### config.mk
export PLATFORM = sky130hd
export DESIGN_NAME = i2s_tx_serializer
export DESIGN_NICKNAME = d
export VERILOG_FILES = /design/src/rtl/i2s_pkg.sv /design/src/rtl/i2s_tx_serializer_timer.sv /design/src/rtl/i2s_tx_serializer.sv
export SDC_FILE = /design/constraint.sdc
export NUM_CORES = 1
export LEC_CHECK = 0
export CAP_MARGIN = 20
export CORE_UTILIZATION = 60
export CTS_CLUSTER_DIAMETER = 40
export CTS_CLUSTER_SIZE = 12
export DETAILED_ROUTE_END_ITERATION = 10
export DONT_BUFFER_PORTS = 1
export PLACE_DENSITY = 0.76
export SLEW_MARGIN = 40
export SYNTH_ARGS = -nofsm -noshare
export SYNTH_HDL_FRONTEND = slang
export SYNTH_SLANG_ARGS = --single-unit
### constraint.sdc
create_clock -name mck -period 5.1 [get_ports mck]
set_clock_uncertainty 0.2 [all_clocks]
set_input_delay 1.275 -clock mck [delete_from_list [all_inputs] [get_ports mck]]
set_output_delay 1.275 -clock mck [all_outputs]
set_load 0.01 [all_outputs]
### src/rtl/i2s_pkg.sv
// Shared constants for the I2S transmit path: format codes, frame geometry
// and the LRCK level of each slot for each output format.
package i2s_pkg;

  localparam int FMT_I2S  = 0;
  localparam int FMT_LJ16 = 1;

  localparam int SLOT_BITS   = 32;
  localparam int FRAME_BITS  = 64;
  localparam int SAMPLE_BITS = 16;
  localparam int BIT_W       = $clog2(FRAME_BITS);

  localparam logic LRCK_LEFT_I2S   = 1'b0;
  localparam logic LRCK_RIGHT_I2S  = 1'b1;
  localparam logic LRCK_LEFT_LJ16  = 1'b1;
  localparam logic LRCK_RIGHT_LJ16 = 1'b0;

  function automatic logic lrck_level(input int fmt, input logic right_slot);
    if (fmt == FMT_I2S) return right_slot ? LRCK_RIGHT_I2S : LRCK_LEFT_I2S;
    return right_slot ? LRCK_RIGHT_LJ16 : LRCK_LEFT_LJ16;
  endfunction

  // I2S delays the MSB by one BCK after the LRCK edge; left-justified does not.
  function automatic int data_offset(input int fmt);
    return (fmt == FMT_I2S) ? 1 : 0;
  endfunction

endpackage

### src/rtl/i2s_tx_serializer_timer.sv
// Frame timer: mck divider to BCK and 64-bit frame counter. Exposes the
// next-state bit index, next BCK level and the frame-load strobe.
module i2s_frame_timer
  import i2s_pkg::*;
#(
  parameter int MCK_PER_BCK = 4
) (
  input  logic             mck,
  input  logic             reset_n,
  output logic [BIT_W-1:0] bit_next,
  output logic             bck_next,
  output logic             frame_start
);

  localparam int DIV_W = $clog2(MCK_PER_BCK);
  localparam logic [DIV_W-1:0] DIV_MAX  = DIV_W'(MCK_PER_BCK - 1);
  localparam logic [DIV_W-1:0] DIV_HALF = DIV_W'(MCK_PER_BCK / 2);
  localparam logic [BIT_W-1:0] BIT_MAX  = BIT_W'(FRAME_BITS - 1);

  logic [DIV_W-1:0] div_q, div_d;
  logic [BIT_W-1:0] bit_q, bit_d;

  // Reset parks both counters at their last value so the first edge after
  // release wraps into bit 0 and is itself a frame load.
  always_ff @(posedge mck or negedge reset_n) begin
    if (!reset_n) begin
      div_q <= DIV_MAX;
      bit_q <= BIT_MAX;
    end else begin
      div_q <= div_d;
      bit_q <= bit_d;
    end
  end

  always_comb begin
    div_d       = div_q + 1'b1;
    bit_d       = bit_q;
    frame_start = 1'b0;
    if (div_q == DIV_MAX) begin
      div_d       = '0;
      bit_d       = bit_q + 1'b1;
      frame_start = (bit_q == BIT_MAX);
    end
    bit_next = bit_d;
    bck_next = (div_d >= DIV_HALF);
  end

endmodule

### src/rtl/i2s_tx_serializer.sv
// I2S / 16-bit left-justified transmitter: one-deep holding register behind a
// valid/ready port, per-frame sample registers and registered BCK/LRCK/DATA.
module i2s_tx_serializer
  import i2s_pkg::*;
#(
  parameter int MCK_PER_BCK = 4,
  parameter int FORMAT      = 0
) (
  input  logic                   mck,
  input  logic                   reset_n,
  input  logic [SAMPLE_BITS-1:0] s_left,
  input  logic [SAMPLE_BITS-1:0] s_right,
  input  logic                   s_valid,
  output logic                   s_ready,
  output logic                   bck,
  output logic                   lrck,
  output logic                   data,
  output logic                   underrun
);

  localparam logic [4:0] OFFSET = 5'(data_offset(FORMAT));
  localparam logic       LRCK_RESET = lrck_level(FORMAT, 1'b1);

  logic [BIT_W-1:0] bit_next;
  logic             bck_next;
  logic             frame_start;

  i2s_frame_timer #(
    .MCK_PER_BCK(MCK_PER_BCK)
  ) u_timer (
    .mck        (mck),
    .reset_n    (reset_n),
    .bit_next   (bit_next),
    .bck_next   (bck_next),
    .frame_start(frame_start)
  );

  logic                   hold_full_q, hold_full_d;
  logic [SAMPLE_BITS-1:0] hold_left_q, hold_left_d;
  logic [SAMPLE_BITS-1:0] hold_right_q, hold_right_d;
  logic [SAMPLE_BITS-1:0] left_q, left_d;
  logic [SAMPLE_BITS-1:0] right_q, right_d;
  logic                   bck_q, bck_d;
  logic                   lrck_q, lrck_d;
  logic                   data_q, data_d;
  logic                   underrun_q, underrun_d;

  logic                   accept;
  logic                   right_slot;
  logic [4:0]             slot_pos;
  logic [4:0]             rel_pos;
  logic [3:0]             word_idx;
  logic [SAMPLE_BITS-1:0] word;

  assign s_ready = !hold_full_q;

  always_ff @(posedge mck or negedge reset_n) begin
    if (!reset_n) begin
      hold_full_q  <= 1'b0;
      hold_left_q  <= '0;
      hold_right_q <= '0;
      left_q       <= '0;
      right_q      <= '0;
      bck_q        <= 1'b1;
      lrck_q       <= LRCK_RESET;
      data_q       <= 1'b0;
      underrun_q   <= 1'b0;
    end else begin
      hold_full_q  <= hold_full_d;
      hold_left_q  <= hold_left_d;
      hold_right_q <= hold_right_d;
      left_q       <= left_d;
      right_q      <= right_d;
      bck_q        <= bck_d;
      lrck_q       <= lrck_d;
      data_q       <= data_d;
      underrun_q   <= underrun_d;
    end
  end

  always_comb begin
    accept       = s_valid && !hold_full_q;
    hold_full_d  = hold_full_q;
    hold_left_d  = hold_left_q;
    hold_right_d = hold_right_q;
    left_d       = left_q;
    right_d      = right_q;
    underrun_d   = 1'b0;

    if (frame_start) begin
      if (hold_full_q) begin
        left_d      = hold_left_q;
        right_d     = hold_right_q;
        hold_full_d = 1'b0;
      end else begin
        left_d     = '0;
        right_d    = '0;
        underrun_d = 1'b1;
      end
    end

    // A pair accepted on an empty load edge misses this frame and waits in holding.
    if (accept) begin
      hold_left_d  = s_left;
      hold_right_d = s_right;
      hold_full_d  = 1'b1;
    end

    // Outputs follow the post-edge bit index so data lines up with the BCK fall.
    right_slot = bit_next[BIT_W-1];
    slot_pos   = bit_next[4:0];
    rel_pos    = slot_pos - OFFSET;
    word_idx   = 4'hF - rel_pos[3:0];
    word       = right_slot ? right_d : left_d;
    data_d     = 1'b0;
    if ((slot_pos >= OFFSET) && (rel_pos < 5'(SAMPLE_BITS))) begin
      data_d = word[word_idx];
    end

    bck_d  = bck_next;
    lrck_d = lrck_level(FORMAT, right_slot);
  end

  assign bck      = bck_q;
  assign lrck     = lrck_q;
  assign data     = data_q;
  assign underrun = underrun_q;

endmodule

# --- Word-level counts from Yosys, hierarchy flattened ---
# Cells that the tools add are included.
word_totals:
  reg_bits: 77
  input_bits: 35
  out_inout_bits: 5
  word_cells: 41
op_classes:
  add_sub_neg: 4
  order_cmp: 4
  eq_ne: 2
  muxes: 16
  reduce_logical: 4
op_table:
  columns: ["op", "n"]
  rows:
  - ["$mux 16", 5]
  - ["$mux 1", 8]
  - ["$add 6x1->6 const B", 1]
  - ["$eq 6x6->1 const B", 1]
  - ["$mux 6", 1]
  - ["$ge 5x1->1 const B", 1]
  - ["$lt 4x5->1 const B", 1]
  - ["$lt 5x5->1 const B", 1]
  - ["$sub 5x1->5 const B", 1]
  - ["$bmux 1 s4", 1]
  - ["$sub 4x4->4 const A", 1]
  - ["$add 2x1->2 const B", 1]
  - ["$eq 2x2->1 const B", 1]
  - ["$ge 2x2->1 const B", 1]
  - ["$logic_and 1x1->1", 2]
  - ["$mux 2", 1]
  - ["$reduce_bool 2->1", 1]
  - ["$logic_not 1->1", 1]

# --- Depth between registers and ports, before layout ---
# Gate-level depths: netlist of the first run.
depth:
  word_depth: 7
  depth_mapped: 11
  depth_no_buf: 9

# --- By module ---
# A second synthesis of the first run with hierarchy kept.
unflattened:
  hier_cells: 273
  hier_area_um2: 3427.0
modules_own_cells:
  columns: ["mod", "instances", "cells_per_inst", "area_each_um2", "seq_area_each_um2"]
  rows:
  - ["i2s_tx_serializer", 1, 249, 3093.0, 1729.2]
  - ["i2s_frame_timer", 1, 24, 334.1, 210.2]

# --- Worst setup path after synthesis of the first run ---
# No wires, ideal clock.
synth_timing:
  path_type: "register to register"
  startpoint: "reg bck (netlist name)"
  endpoint: "reg data_q, in the netlist data"
  setup_ns: 0.129
  arrival_time_ns: 2.982
  required_ns: 4.771
  setup_slack_ns: 1.789
  stages_incl_launch_ff: 11
  path_buffers: 1
  synth_period_minus_slack_ns: 3.311
  cell_sequence: "dfstp_2 ha_1 buf_6 xor2_2 clkinv_1 ha_1 xnor2_1 mux4_2 mux2_2 mux2i_1 o32ai_1"
synth_lines:
  columns: ["element", "line", "text"]
  rows:
  - ["end signal: assignment", "i2s_tx_serializer.sv:76", "data_q <= data_d;"]
  - ["end: declaration", "i2s_tx_serializer.sv:45", "logic data_q, data_d;"]

==> results of run 1 <==
-- final cells by class --
| class | count | area [sq um] |
|---|---|---|
| sequential | 75 | 1890 |
| tap | 70 | 87.6 |
| inverter | 6 | 22.5 |
| fill | 413 | 1670 |
| timing repair buffer | 2 | 15.0 |
| multi-input combinational | 202 | 1360 |
| clock buffer | 12 | 155 |
| clock inverter | 4 | 72.6 |
-- layer usage --
metal | track usage [%] | wire [um] | vias to the layer above
li1 | - | - | 1046
met1 | 36.5 | 3220 | 1115
met2 | 36.3 | 3020 | 69
met3 | 8.10 | 400 | 9
met4 | 8.65 | 91 | 0
met5 | 0 | 0 | -
-- critical path: cells and delay by family (launching register included) --
kind,cells,cell delay [ps]
flops,1,560
xor+xnor,2,840
fa+ha+maj,2,730
mux,3,950
buf+inv,1,380
compound gates,1,90
-- per-stage QoR --
step	util, %	cells
after floorplan	-	302
after global placement	64.0	355
after detailed placement	64.0	355
after CTS	68.4	371
after global routing	68.4	371
final	68.4	371
-- Yosys cell counts (4+ instances only) --
library cell | instances | area share, %
dfrtp_1 | 67 | 50
o21ai_0 | 40 | 5.9
clkbuf_1 | 11 | 1.2
ha_1 | 4 | 1.5
buf_2 | 5 | 0.74
xnor2_1 | 4 | 1.0
dfstp_2 | 8 | 6.2
nor2_1 | 7 | 0.78
inv_1 | 5 | 0.56
nor3_1 | 4 | 0.59
nand2_1 | 49 | 5.5
mux2_2 | 33 | 11
o21ai_1 | 12 | 1.8
a21oi_1 | 7 | 1.0
o22ai_1 | 4 | 0.74
-- worst max-delay path by stage --
stage,slack (ps),startpoint,to,cells past startpoint
final,1230,bck,data,9
after global routing,990,bck,data,9
after CTS,1220,bck,data,9
after detailed placement,1240,bck,data,9
after global placement,1330,bck,data,9
after floorplan,1790,bck,data,10
-- where the power goes --
group	internal, uW	switching [uW]	leakage (uW)
registers	694	54.8	0.000944
clock network	302	214	0.000113
logic	96.2	63.7	0.000510
-- kinds of logic (layout without fill, tap and decap cells) --
kind of cell | after synthesis | in the layout | synth area share, %
compound gates | 82 | 82 | 14.2
flops | 75 | 75 | 56.0
simple gates | 71 | 71 | 9.14
mux | 38 | 38 | 13.3
buf+inv | 25 | 24 | 3.64
xor+xnor | 7 | 7 | 2.27
fa+ha+maj | 4 | 4 | 1.49
-- layout by cell type, fill, tap and decap left out, types with 3 or more instances in the layout --
cell and count:
ha_1 4, mux2_2 33, a211oi_1 3, o21ai_1 12, a21oi_1 7, nor3_1 4, dfrtp_1 67, o21ai_0 40
inv_1 5, o22ai_1 4, dfstp_2 8, mux2i_1 3, o221ai_1 3, nor2_1 7, clkbuf_8 11, nand2_1 49
xnor2_1 4
-- state kept, by name, summed over array words and instances (netlist names) --
signal	cells
lrck	1
data	1
u_timer.bit_q	5
bck	1
right_q	16
hold_full_q	1
hold_right_q	16
hold_left_q	16
underrun	1
u_timer.div_q	1
left_q	16
==> results.sh, run 1 <==
export IMPL_hold_end="right_q[1]"
export IMPL_syn_instance_count=302
export IMPL_syn_area_sq_um=3370
export IMPL_place_congestion=0.859
export IMPL_core_area_sq_um=5270
export IMPL_num_nets_final=335
export IMPL_ys_seq_area_share_pct=56.0
export IMPL_die_y_um=76.9
export IMPL_dp_slack_ps=1240
export IMPL_grt_overflow=0
export IMPL_synthToLayoutAreaGrowth_pct=6.91
export IMPL_drv_cap=0
export IMPL_post_cts_resized=0
export IMPL_slowest_stage="dfstp_2"
export IMPL_finalPower_uw=1420
export IMPL_drive_above_1_share_pct=23.6
export IMPL_grt_pass1_vias=2219
export IMPL_crit_top_cell="ha_1"
export IMPL_cts_tree="yes"
export IMPL_worstPathMaxFanout=11
export IMPL_p_per_area_nw_per_um2=395
export IMPL_worst_ep_required_time_ps=5130
export IMPL_place_hpwl_um=4520
export IMPL_drt_total_wl_um=6730
export IMPL_min_from="right_q[1]"
export IMPL_whs_ps=285
export IMPL_post_route_period_util_pct=75.8
export IMPL_rows=26
export IMPL_end_kind="flop"
export IMPL_timing_slew_headroom_pct=56.5
export IMPL_hold_viol=0
export IMPL_synth_area_per_cell_sq_um=11.2
export IMPL_cts_sinks=75
export IMPL_status="finished, final reports clean"
export IMPL_ff2ff_path_depth=9
export IMPL_async_reset_ff_share_pct=100
export IMPL_vdd_ir_drop_max_uv=312
export IMPL_hp_class="flop to flop"
export IMPL_slew_violations=0
export IMPL_clk_latency_ps=340
export IMPL_grt_max_degree=76
export IMPL_crit_type="flop to flop"
export IMPL_worst_pin_slew_ps=651
export IMPL_tns_ps=0
export IMPL_drc=0
export IMPL_portBuffers=0
export IMPL_r2r_end="data"
export IMPL_antenna_found_initial=0
export IMPL_pin_count=40
export IMPL_viasPerCell=6.04
export IMPL_grt_pass1_wl_um=11300
export IMPL_first_iter_violations=116
export IMPL_post_route_worst_setup_slack_ps=1230
export IMPL_wl_per_cell_um=18.1
export IMPL_synth_fp_nets=341
export IMPL_min_period_ps=3870
export IMPL_setup_viol=0
export IMPL_clk_pin_slew_worst_paths_ps=80
export IMPL_die_w_um=76.9
export IMPL_yosysWarnings=0
export IMPL_ys_types=43
export IMPL_reg2reg_slack_ps=1230
export IMPL_placed_cell_area_sq_um=3370
export IMPL_detail_route_first_pass_iterations=4
export IMPL_min_delay_path_depth=2
export IMPL_clock_fmax_ghz=0.259
export IMPL_reg2reg_from="bck"
export IMPL_cts_setup_buffers=0
export IMPL_grt_usage_pct=25.3
export IMPL_ys_dominant_reg_cell="dfrtp_1"
export IMPL_die_area_sq_um=5920
export IMPL_synth_edf_count=0
export IMPL_cts_hold_buffers=0
export IMPL_cts_htree_levels=3
export IMPL_power_leakage_uw=0.00157
export IMPL_cp_start_kind="flop"
export IMPL_insertedDiodeCount=0
export IMPL_fin_area_sq_um=3600
export IMPL_root_buffer="clkbuf_8"
export IMPL_crit_arrival_ps=3890
export IMPL_cts_buffers=9
export IMPL_drtAntennaViolNets=0
export IMPL_ys_ff_latch=75
export IMPL_path_cells="ha_1 -> xor2_2 -> clkinv_1 -> ha_1 -> xnor2_1 -> mux4_2 -> mux2_2 -> mux2i_1 -> o32ai_1"
export IMPL_start_util_pct=63.9
export IMPL_cts_buffer_depth=2
export IMPL_critPathMaxStageDelay_ps=560
export IMPL_via_count=2239
export IMPL_rsz0062_at_grt="false"
Note: power is estimated with default switching activity, not from simulation.
==> run 2, diff against run 1 <==
Clock period 5.1 ns to 3.8 ns, I/O delays scaled along.
==> run 2 against run 1 <==
  * Via count decreased by 0.89%
  * Power increased by 24%
  * Setup slack got worse by 760 ps
  * Utilization decreased by 0.36 points
  * Worst hold slack got worse by 190 ps
  * Clock-buffer cell count decreased by 1
  * Register-to-register slack got worse by 760 ps
  * Critical path depth unchanged
  * Wire length decreased by 6.2%
  * Largest power group unchanged
  * Sequential cell count unchanged
  * Critical path type unchanged
  * Maximum frequency increased by 16%
==> results.sh, run 2 (synthesis results as in run 1) <==
export IMPL_status="finished, final reports clean"
export IMPL_rsz0062_at_grt="false"
export IMPL_post_route_period_util_pct=87.5
export IMPL_viasPerCell=5.92
export IMPL_root_buffer="clkbuf_8"
export IMPL_setup_viol=0
export IMPL_multiInputGateArea_sq_um=1360
export IMPL_crit_arrival_ps=3350
export IMPL_reg2reg_from="bck"
export IMPL_layout_commonest_cell="dfrtp_1"
export IMPL_cts_setup_buffers=0
export IMPL_fin_area_sq_um=3580
export IMPL_hold_viol=0
export IMPL_drc=0
export IMPL_vdd_ir_drop_max_uv=291
export IMPL_detail_route_first_pass_iterations=4
export IMPL_cts_sinks=75
export IMPL_finalPower_uw=1770
export IMPL_drive_above_1_share_pct=24.9
export IMPL_cts_htree_levels=3
export IMPL_core_area_sq_um=5270
export IMPL_cts_tree="yes"
export IMPL_crit_type="flop to flop"
export IMPL_portBuffers=0
export IMPL_place_hpwl_um=4330
export IMPL_p_per_area_nw_per_um2=494
export IMPL_grt_pass1_vias=2167
export IMPL_rows=26
export IMPL_end_kind="flop"
export IMPL_grt_overflow=0
export IMPL_cts_buffer_depth=2
export IMPL_critPathLaunch="bck"
export IMPL_cts_hold_buffers=0
export IMPL_num_nets_final=339
export IMPL_grt_pass1_wl_um=10800
export IMPL_pin_count=40
export IMPL_tns_ps=0
export IMPL_worstPathMaxFanout=8
export IMPL_grt_max_degree=76
export IMPL_slew_violations=0
export IMPL_die_y_um=76.9
export IMPL_post_cts_resized=0
export IMPL_cp_start_kind="flop"
export IMPL_hp_class="primary input to async pin"
export IMPL_final_cell_mix="dfrtp_1, nand2_1, o21ai_0, mux2_2, o21ai_1"
export IMPL_worst_pin_slew_ps=507
export IMPL_min_period_ps=3330
export IMPL_place_congestion=0.876
export IMPL_clk_latency_ps=340
export IMPL_cts_buffers=9
export IMPL_worst_ep_required_time_ps=3830
export IMPL_die_area_sq_um=5920
export IMPL_drtAntennaViolNets=0
export IMPL_grt_usage_pct=23.8
export IMPL_die_w_um=76.9
export IMPL_placed_cell_area_sq_um=3400
export IMPL_power_leakage_uw=0.00157
export IMPL_via_count=2219
export IMPL_clk_pin_slew_worst_paths_ps=80
export IMPL_wl_per_cell_um=16.8
export IMPL_antenna_found_initial=0
export IMPL_fin_util_pct=68.0
export IMPL_drt_total_wl_um=6320
export IMPL_start_util_pct=63.9
export IMPL_synthToLayoutAreaGrowth_pct=6.35
export IMPL_whs_ps=91.2
export IMPL_timing_slew_headroom_pct=66.0
export IMPL_clock_fmax_ghz=0.301
export IMPL_fill_cells=435
export IMPL_drv_cap=0
export IMPL_insertedDiodeCount=0
export IMPL_first_iter_violations=309
export IMPL_seq_area_sq_um=1890
==> run 2: cell types whose count changed in the layout (fill, tap and decap cells not counted) <==
cell / delta
buf_4: +4
clkinv_2: +3
bufinv_16: -2
clkbuf_1: -1
==> run 2: metal layers <==
layer,up-vias,wire length (um),track usage (%)
li1,1061,-,-
met1,1098,3080,36.0
met2,51,2880,32.5
met3,9,273,5.95
met4,0,85,10.2
met5,-,0,0
==> run 2: through the flow <==
step / worst slack, ps / cells
2_1_floorplan: 489 / 302
3_3_place_gp: 584 / 359
3_5_place_dp: 561 / 359
4_1_cts: 501 / 375
5_1_grt: 289 / 375
6_report: 475 / 375
==> run 2: path summary, 6_finish.rpt <==
check | to | slack (ps) | depth (start not counted)
worst max-delay path | data | 470 | 9
worst min-delay path | left_q[10] | 90 | 0
worst max register to register | data | 470 | 9
worst min register to register | right_q[3] | 280 | 2
max in group asynchronous | u_timer.bit_q[0] | 3090 | 0
min in group mck | right_q[3] | 280 | 2
==> run 2: area by class of cell <==
type                    instances  area share (%)
multi-input cells             202            38.0
clock buffers                  11            4.22
well taps                      70            2.44
inverters                       6           0.628
clock inverters                 5           0.768
repair buffers                  6            1.26
flip-flops and latches         75            52.7
==> run 2: worst max-delay path, stage by stage (launching register included) <==
cell,delay (ps)
dfstp_2,560
ha_1,220
xor2_2,170
clkinv_1,260
ha_1,340
xnor2_1,420
mux4_2,550
mux2_2,270
mux2i_1,130
o32ai_1,90
==> run 2: power by group <==
group,switching (uW),internal (uW)
logic,81.6,129
clock network,283,268
registers,75.7,931
